`config.mk`:
```
export PLATFORM = sky130hd
export DESIGN_NAME = fifo_split
export DESIGN_NICKNAME = d
export VERILOG_FILES = /design/src/rtl/fifo_split.sv
export SDC_FILE = /design/constraint.sdc
export NUM_CORES = 1
export LEC_CHECK = 0
export BUFFER_PORTS_ARGS = -buffer_cell sky130_fd_sc_hd__buf_4
export CAP_MARGIN = 15
export CORE_UTILIZATION = 30
export CTS_CLUSTER_SIZE = 12
export DETAILED_ROUTE_END_ITERATION = 8
export HOLD_SLACK_MARGIN = 0.08
export PLACE_DENSITY_LB_ADDON = 0.05
export RECOVER_POWER = 100
export SKIP_CTS_REPAIR_TIMING = 1
export SLEW_MARGIN = 20
export SYNTH_ARGS = -nofsm -noshare
export SYNTH_HDL_FRONTEND = slang
export SYNTH_SLANG_ARGS = --single-unit
```
`constraint.sdc`:
```
create_clock -name clk -period 6.15 [get_ports clk]
set_clock_uncertainty 0.05 [all_clocks]
set_input_delay 1.23 -clock clk [delete_from_list [all_inputs] [get_ports clk]]
set_output_delay 1.23 -clock clk [all_outputs]
set_load 0.03 [all_outputs]
```
`src/rtl/fifo_split.sv`:
```
// Width-down FIFO: stores wide words and hands them out as narrow sub-words,
// least-significant sub-word first, with first-word fall-through on the read side.
module fifo_split #(
    parameter int IN_DATA_WIDTH  = 128,
    parameter int OUT_DATA_WIDTH = 32,
    parameter int DEPTH          = 4,
    localparam int RATIO         = IN_DATA_WIDTH / OUT_DATA_WIDTH,
    localparam int LVL_W         = $clog2(DEPTH * RATIO) + 1
) (
    input  logic                      clk,
    input  logic                      rst_n,
    input  logic [IN_DATA_WIDTH-1:0]  data_i,
    input  logic                      write_valid_i,
    output logic                      write_ready_o,
    output logic                      read_valid_o,
    input  logic                      read_ready_i,
    output logic [OUT_DATA_WIDTH-1:0] data_o,
    output logic [LVL_W-1:0]          level_o
);

    localparam int PTR_W = (DEPTH > 1) ? $clog2(DEPTH) : 1;
    localparam int SEL_W = (RATIO > 1) ? $clog2(RATIO) : 1;
    localparam int CNT_W = $clog2(DEPTH + 1);

    logic [IN_DATA_WIDTH-1:0] mem [DEPTH];
    logic [IN_DATA_WIDTH-1:0] rd_word;

    logic [PTR_W-1:0] wr_ptr_reg;
    logic [PTR_W-1:0] rd_ptr_reg;
    logic [CNT_W-1:0] count_reg;
    logic [CNT_W-1:0] count_next;
    logic [SEL_W-1:0] sel;
    logic             last_sub;
    logic             write_hs;
    logic             read_hs;
    logic             free_hs;

    // Pointers wrap explicitly so non-power-of-2 depths work; full/empty come from count.
    function automatic logic [PTR_W-1:0] ptr_inc(input logic [PTR_W-1:0] p);
        return (p == PTR_W'(DEPTH - 1)) ? '0 : p + 1'b1;
    endfunction

    assign write_ready_o = (count_reg < CNT_W'(DEPTH));
    assign read_valid_o  = (count_reg != '0);
    assign write_hs      = write_valid_i & write_ready_o;
    assign read_hs       = read_valid_o & read_ready_i;
    assign free_hs       = read_hs & last_sub;
    assign rd_word       = mem[rd_ptr_reg];
    assign level_o       = LVL_W'(count_reg) * LVL_W'(RATIO) - LVL_W'(sel);

    always_ff @(posedge clk) begin
        if (rst_n && write_hs) begin
            mem[wr_ptr_reg] <= data_i;
        end
    end

    always_comb begin
        count_next = count_reg;
        if (write_hs && !free_hs) begin
            count_next = count_reg + 1'b1;
        end else if (free_hs && !write_hs) begin
            count_next = count_reg - 1'b1;
        end
    end

    always_ff @(posedge clk) begin
        if (!rst_n) begin
            wr_ptr_reg <= '0;
            rd_ptr_reg <= '0;
            count_reg  <= '0;
        end else begin
            if (write_hs) begin
                wr_ptr_reg <= ptr_inc(wr_ptr_reg);
            end
            if (free_hs) begin
                rd_ptr_reg <= ptr_inc(rd_ptr_reg);
            end
            count_reg <= count_next;
        end
    end

    generate
        if (RATIO > 1) begin : g_split
            logic [SEL_W-1:0]          sel_reg;
            logic [OUT_DATA_WIDTH-1:0] sub_words [RATIO];

            for (genvar gi = 0; gi < RATIO; gi++) begin : g_sub
                assign sub_words[gi] = rd_word[gi*OUT_DATA_WIDTH +: OUT_DATA_WIDTH];
            end

            // An entry is held until its last sub-word has been taken.
            always_ff @(posedge clk) begin
                if (!rst_n) begin
                    sel_reg <= '0;
                end else if (read_hs) begin
                    sel_reg <= last_sub ? '0 : sel_reg + 1'b1;
                end
            end

            assign sel      = sel_reg;
            assign last_sub = (sel_reg == SEL_W'(RATIO - 1));
            assign data_o   = sub_words[sel_reg];
        end else begin : g_plain
            assign sel      = '0;
            assign last_sub = 1'b1;
            assign data_o   = rd_word;
        end
    endgenerate

endmodule
```
### Word level (Yosys, flattened, before mapping)

Memory sizes are Yosys's and may differ from the RTL's. A register that Yosys moved wholly into a read port is not among the register bits.
Cells that the tools add are included.

| word-level totals | value |
|---|---|
| register bits | 9 |
| memory bits (writable) | 512 |
| word-level logic and storage cells | 39 |
| memories | 1 |

Memory list:

| memory | depth | bits a word | rd ports | clocked after memory_dff | wr ports | line | source |
|---|---|---|---|---|---|---|---|
| mem | 4 | 128 | 1 | 1 | 1 | 25 | `logic [IN_DATA_WIDTH-1:0] mem [DEPTH];` |

| cells by class | value |
|---|---|
| add/subtract/negate cells | 6 |
| order comparisons | 2 |
| equal/unequal tests | 3 |
| mux-type cells | 12 |
| bitwise logic cells | 4 |
| reduce and logical (&&, ||, !) cells | 7 |

Operator list:

| cell | number |
|---|---|
| binary-select mux 32 bit (select 2 bit) | 1 |
| two-way mux 32 bit | 2 |
| two-way mux 2 bit | 5 |
| adder 2 x 1 -> 2 bit (second input constant) | 3 |
| equality test 2 bit (second input constant) | 3 |
| two-way mux 3 bit | 2 |
| subtractor 5 x 2 -> 5 bit | 1 |
| adder 3 x 1 -> 3 bit (second input constant) | 1 |
| bitwise AND 1 bit | 3 |
| greater-or-equal comparator 3 bit (second input constant) | 1 |
| logical AND 1 bit | 3 |
| less-than comparator 3 bit (second input constant) | 1 |
| inverter 2 -> 3 bit | 1 |
| nonzero test 3 bit | 1 |
| subtractor 3 x 1 -> 3 bit (second input constant) | 1 |
| zero test 1 bit | 2 |
| two-way mux 1 bit | 2 |
| nonzero test 2 bit | 1 |

### Longest topological paths before layout

| depth | value |
|---|---|
| depth after elaboration | 6 |
| mapped depth | 8 |

### Worst setup path before layout

Ideal clock, no wire load.

| path | value |
|---|---|
| kind | input port to flip-flop |
| start point | input port write_valid_i |
| end point | memory mem[0][0] (enable) |
| library setup time | 0.503 ns |
| data arrival time | 4.603 ns |
| slack | 0.994 ns |
| cell stages on the path | 3 |
| path through | nor2b_1 > clkbuf_1 > and3_1 |

| on the way | value |
|---|---|
| longest elaborated chain between the ends | 4 |

RTL lines:

| what | line | source |
|---|---|---|
| from (decl) | 13 | `input logic write_valid_i,` |
| bitwise AND 1 bit | 45 | `assign write_hs = write_valid_i & write_ready_o;` |
| named net write_hs | 34 | `logic write_hs;` |
| logical AND 1 bit | 52 | `if (rst_n && write_hs) begin` |
| two-way mux 1 bit | 52 |  |
| two-way mux 1 bit (implied by the code) | 53 | `mem[wr_ptr_reg] <= data_i;` |
| to (decl) | 25 |  |

The timed path passes the listed nets, and every way through them passes these cells.

### Worst setup path after layout

| path | value |
|---|---|
| start point | register g_split.sel_reg[1] |
| end point | output port data_o[24] |

| on the way | value |
|---|---|
| longest elaborated chain between the ends | 4 |

RTL lines:

| what | line | source |
|---|---|---|
| from (decl) | 84 | `logic [SEL_W-1:0] sel_reg;` |
| from (signal assigned) | 96 | `sel_reg <= last_sub ? '0 : sel_reg + 1'b1;` |
| inverter 2 -> 3 bit (implied by the code) | 102 | `assign data_o = sub_words[sel_reg];` |
| binary-select mux 32 bit (select 2 bit) | 102 |  |
| two-way mux 32 bit (implied by the code) (2 in series) | 102 |  |
| to (decl) | 17 | `output logic [OUT_DATA_WIDTH-1:0] data_o,` |

Every way passes these cells. The select of a mux whose other input is x is not followed.

==> Implementation_results.wiki <==
{| class="wikitable"
! Metric !! Value
|-
| Final setup fails || 0
|-
| Maximum number of pins on one net before global-route repair || 82
|-
| Vias in the first global route || 10370
|-
| Total iterations of the first detailed-routing run || 4
|-
| Result of the run || complete, but fails checks
|-
| Buf/Inv on CP || 3
|-
| Most used cells in the layout excluding fill and tap cells || sky130_fd_sc_hd__edfxtp_1, sky130_fd_sc_hd__clkbuf_1, sky130_fd_sc_hd__mux4_2
|-
| Die outline width || 259.6 µm
|-
| # DRC || 0
|-
| Wire per inst || 23.66 µm
|-
| Most numerous cell on the critical path || sky130_fd_sc_hd__buf_4
|-
| Number of fill cells || 6169
|-
| Source-to-sink clock delay at the later pin of the worst-skew pair || 0.61 ns
|-
| Overall track demand over capacity in global routing || 14.39%
|-
| Sequential element share of the synthesized area || 78.33%
|-
| Weighted congestion reported at the end of routability-driven placement || 0.6718
|-
| Antenna-violating nets left || 0
|-
| Final worst hold slack || 0.4852 ns
|-
| Family with the most delay on the worst path || flip-flops
|-
| Effective utilization at floorplan || 30.28%
|-
| Critical path capture point type || output pin
|-
| Kind of critical path || register to output pin
|-
| Number of synthesized register bits || 523
|-
| Post-synth cell types || 27
|-
| Setup total negative slack || 0 ns
|-
| Proportion of layout cells with a drive suffix above 1 || 19.57%
|-
| Footprint of the multi-input gates || 4039 µm²
|-
| Worst supply voltage drop on vdd || 0.2105 mV
|-
| Required time of the critical path || 4.87 ns
|-
| IO Port Bufs || 170
|-
| Placed cell count || 1925
|-
| Std cell rows || 94
|-
| Kind of start point of the critical path || register
|-
| WP data arrival || 3.97 ns
|-
| Post-route fraction of the period consumed by the critical path || 85.29%
|-
| Warnings, synthesis || 0
|-
| Num CTS Buffers || 58
|-
| Pins Over Slew Limit || 414
|-
| Final core utilization || 35.75%
|-
| Peak fanout along the critical path || 26
|-
| Clk root buf || sky130_fd_sc_hd__clkbuf_16
|-
| Standby leakage power || 7.102 nW
|-
| Vias after detailed routing || 9675
|-
| Failing checks || max-capacitance violations, max-slew violations
|-
| Total gr overflow || 0
|-
| Min-delay worst type || register to register
|-
| Vertical die dimension || 259.6 µm
|-
| Max-cap violations || 10
|-
| Detailed placer's ending HPWL || 28110 µm
|-
| Gate count after technology mapping || 921
|-
| Detail-routed via count per cell || 4.764
|-
| Flip-flop count of the largest register after layout || 512
|-
| Clock tree from TritonCTS || yes
|-
| CTS H-Tree Depth || 2
|-
| Core region area || 65750 µm²
|-
| Post-synthesis to final-layout area growth || 18.05%
|-
| Maximum number of buffers from clock root to sink || 3
|-
| Area share of the largest cell type after synthesis || 77.22%
|-
| Final hold violations || 0
|-
| Setup repair after global routing missed its margin || no
|-
| First-pass GRT wire length || 71090 µm
|-
| Netlist Area Pre-Place || 19910 µm²
|-
| Number of antenna violations at the first check in global routing || 9
|-
| Iteration-0 DRC count of the detailed router || 521
|-
| F_max || 190.6 MHz
|-
| Most common cell after layout, fill and taps aside || sky130_fd_sc_hd__edfxtp_1
|-
| Mean area per synthesized cell || 21.62 µm²
|-
| Net count, final || 1262
|-
| Total Wirelength || 48050 µm
|-
| # clock sinks || 523
|-
| Reg clk slew, reported paths || 0.06 ns
|-
| Largest cells by area after synthesis || sky130_fd_sc_hd__edfxtp_1, sky130_fd_sc_hd__mux4_2, sky130_fd_sc_hd__mux2i_1
|-
| Yosys top cell by area || sky130_fd_sc_hd__edfxtp_1
|-
| Final instance count without filler cells || 2031
|-
| Critical Path, Cell by Cell || inv_1 -> nor2_4 -> buf_4 -> a22oi_1 -> o21ai_0 -> buf_4
|-
| Actual slew at the worst max-slew pin || 2.732 ns
|-
| Final critical-path required period || 5.245 ns
|-
| Die Outline Area || 67400 µm²
|-
| Crit-path slowest cell || sky130_fd_sc_hd__dfxtp_1
|-
| Net count after synthesis || 1062
|-
| Power per cell area || 353.3 nW/µm²
|-
| Area of all sequential standard cells || 15600 µm²
|-
| Tightest slew margin relative to the limit || -82.12%
|-
| Longest individual stage delay on the worst path || 1.33 ns
|-
| Top-level port count || 171
|}
## worst paths after layout
kind,from,endpoint,slack [ns],depth (start not counted)
min,rd_ptr_reg[0],register,0.49,2
max reg2reg,count_reg[2],mem[0][25],1.79,3
min reg2reg,rd_ptr_reg[0],register,0.49,2
max,g_split.sel_reg[1],data_o[24],0.90,6
## synthesized netlist by cell type (all sizes together)
master  number
mux4        96
nor3         1
a21boi       4
fa           1
and2         2
nor2b        6
nand2        4
a21oi       35
nor2         4
a22oi       32
edfxtp     512
a221oi      32
dfxtp       11
or3          4
buf         21
nand3        2
ha           8
xor2         2
o21ai       33
mux2i       66
and3         4
inv          6
clkbuf      32
xnor2        3
## metrics by stage
| step | total power, mW | cell area [µm²] | setup WS [ns] |
|---|---|---|---|
| 2_1_floorplan | 4.700 | 19910 | 0.9939 |
| 3_3_place_gp | 5.127 | 22280 | 2.115 |
| 3_5_place_dp | 5.125 | 22280 | 2.116 |
| 4_1_cts | 8.503 | 24110 | 1.432 |
| 5_1_grt | 8.623 | 23500 | 0.6928 |
| 6_report | 8.303 | 23510 | 0.9048 |
## kinds of logic (layout without fill, tap and decap cells)
kind of cell,after synthesis,after routing,share of synthesized area (%)
multiplexers,162,162,14.18
AND/OR/NAND/NOR,27,27,0.7289
AO/OA/AOI/OAI,136,136,4.474
XOR/XNOR,5,5,0.2200
adder cells (fa/ha/maj),9,9,0.6033
buffers and inverters,59,303,1.470
other,0,2,0
flip-flops,523,523,78.33
## metal layers
layer	global-route usage (%)	vias to the layer above	share of wire (%)
li1	-	4294	-
met1	19.22	5089	45
met2	23.47	190	48
met3	3.119	86	4.5
met4	4.281	16	2.2
met5	0	-	0.20
## where the power goes
group | total, mW | internal [mW] | switching (mW)
clock network | 3.34 | 1.94 | 1.40
registers | 4.12 | 4.08 | 0.0484
logic | 0.837 | 0.260 | 0.577
## area by class of cell
type,instances,share of cell area (%)
clock buffer,74,6.430
multi-input combinational,339,17.18
sequential,523,66.38
timing repair buffer,193,3.939
clock inverter,30,1.352
inverter,6,0.09582
tap,864,4.599
antenna,2,0.02129
## worst min-delay path: stages, from the launching register on
cell	delay, ns
sky130_fd_sc_hd__dfxtp_1	0.33
sky130_fd_sc_hd__nand2_1	0.06
sky130_fd_sc_hd__a21boi_0	0.10
Power figures use the tool's default switching activity.
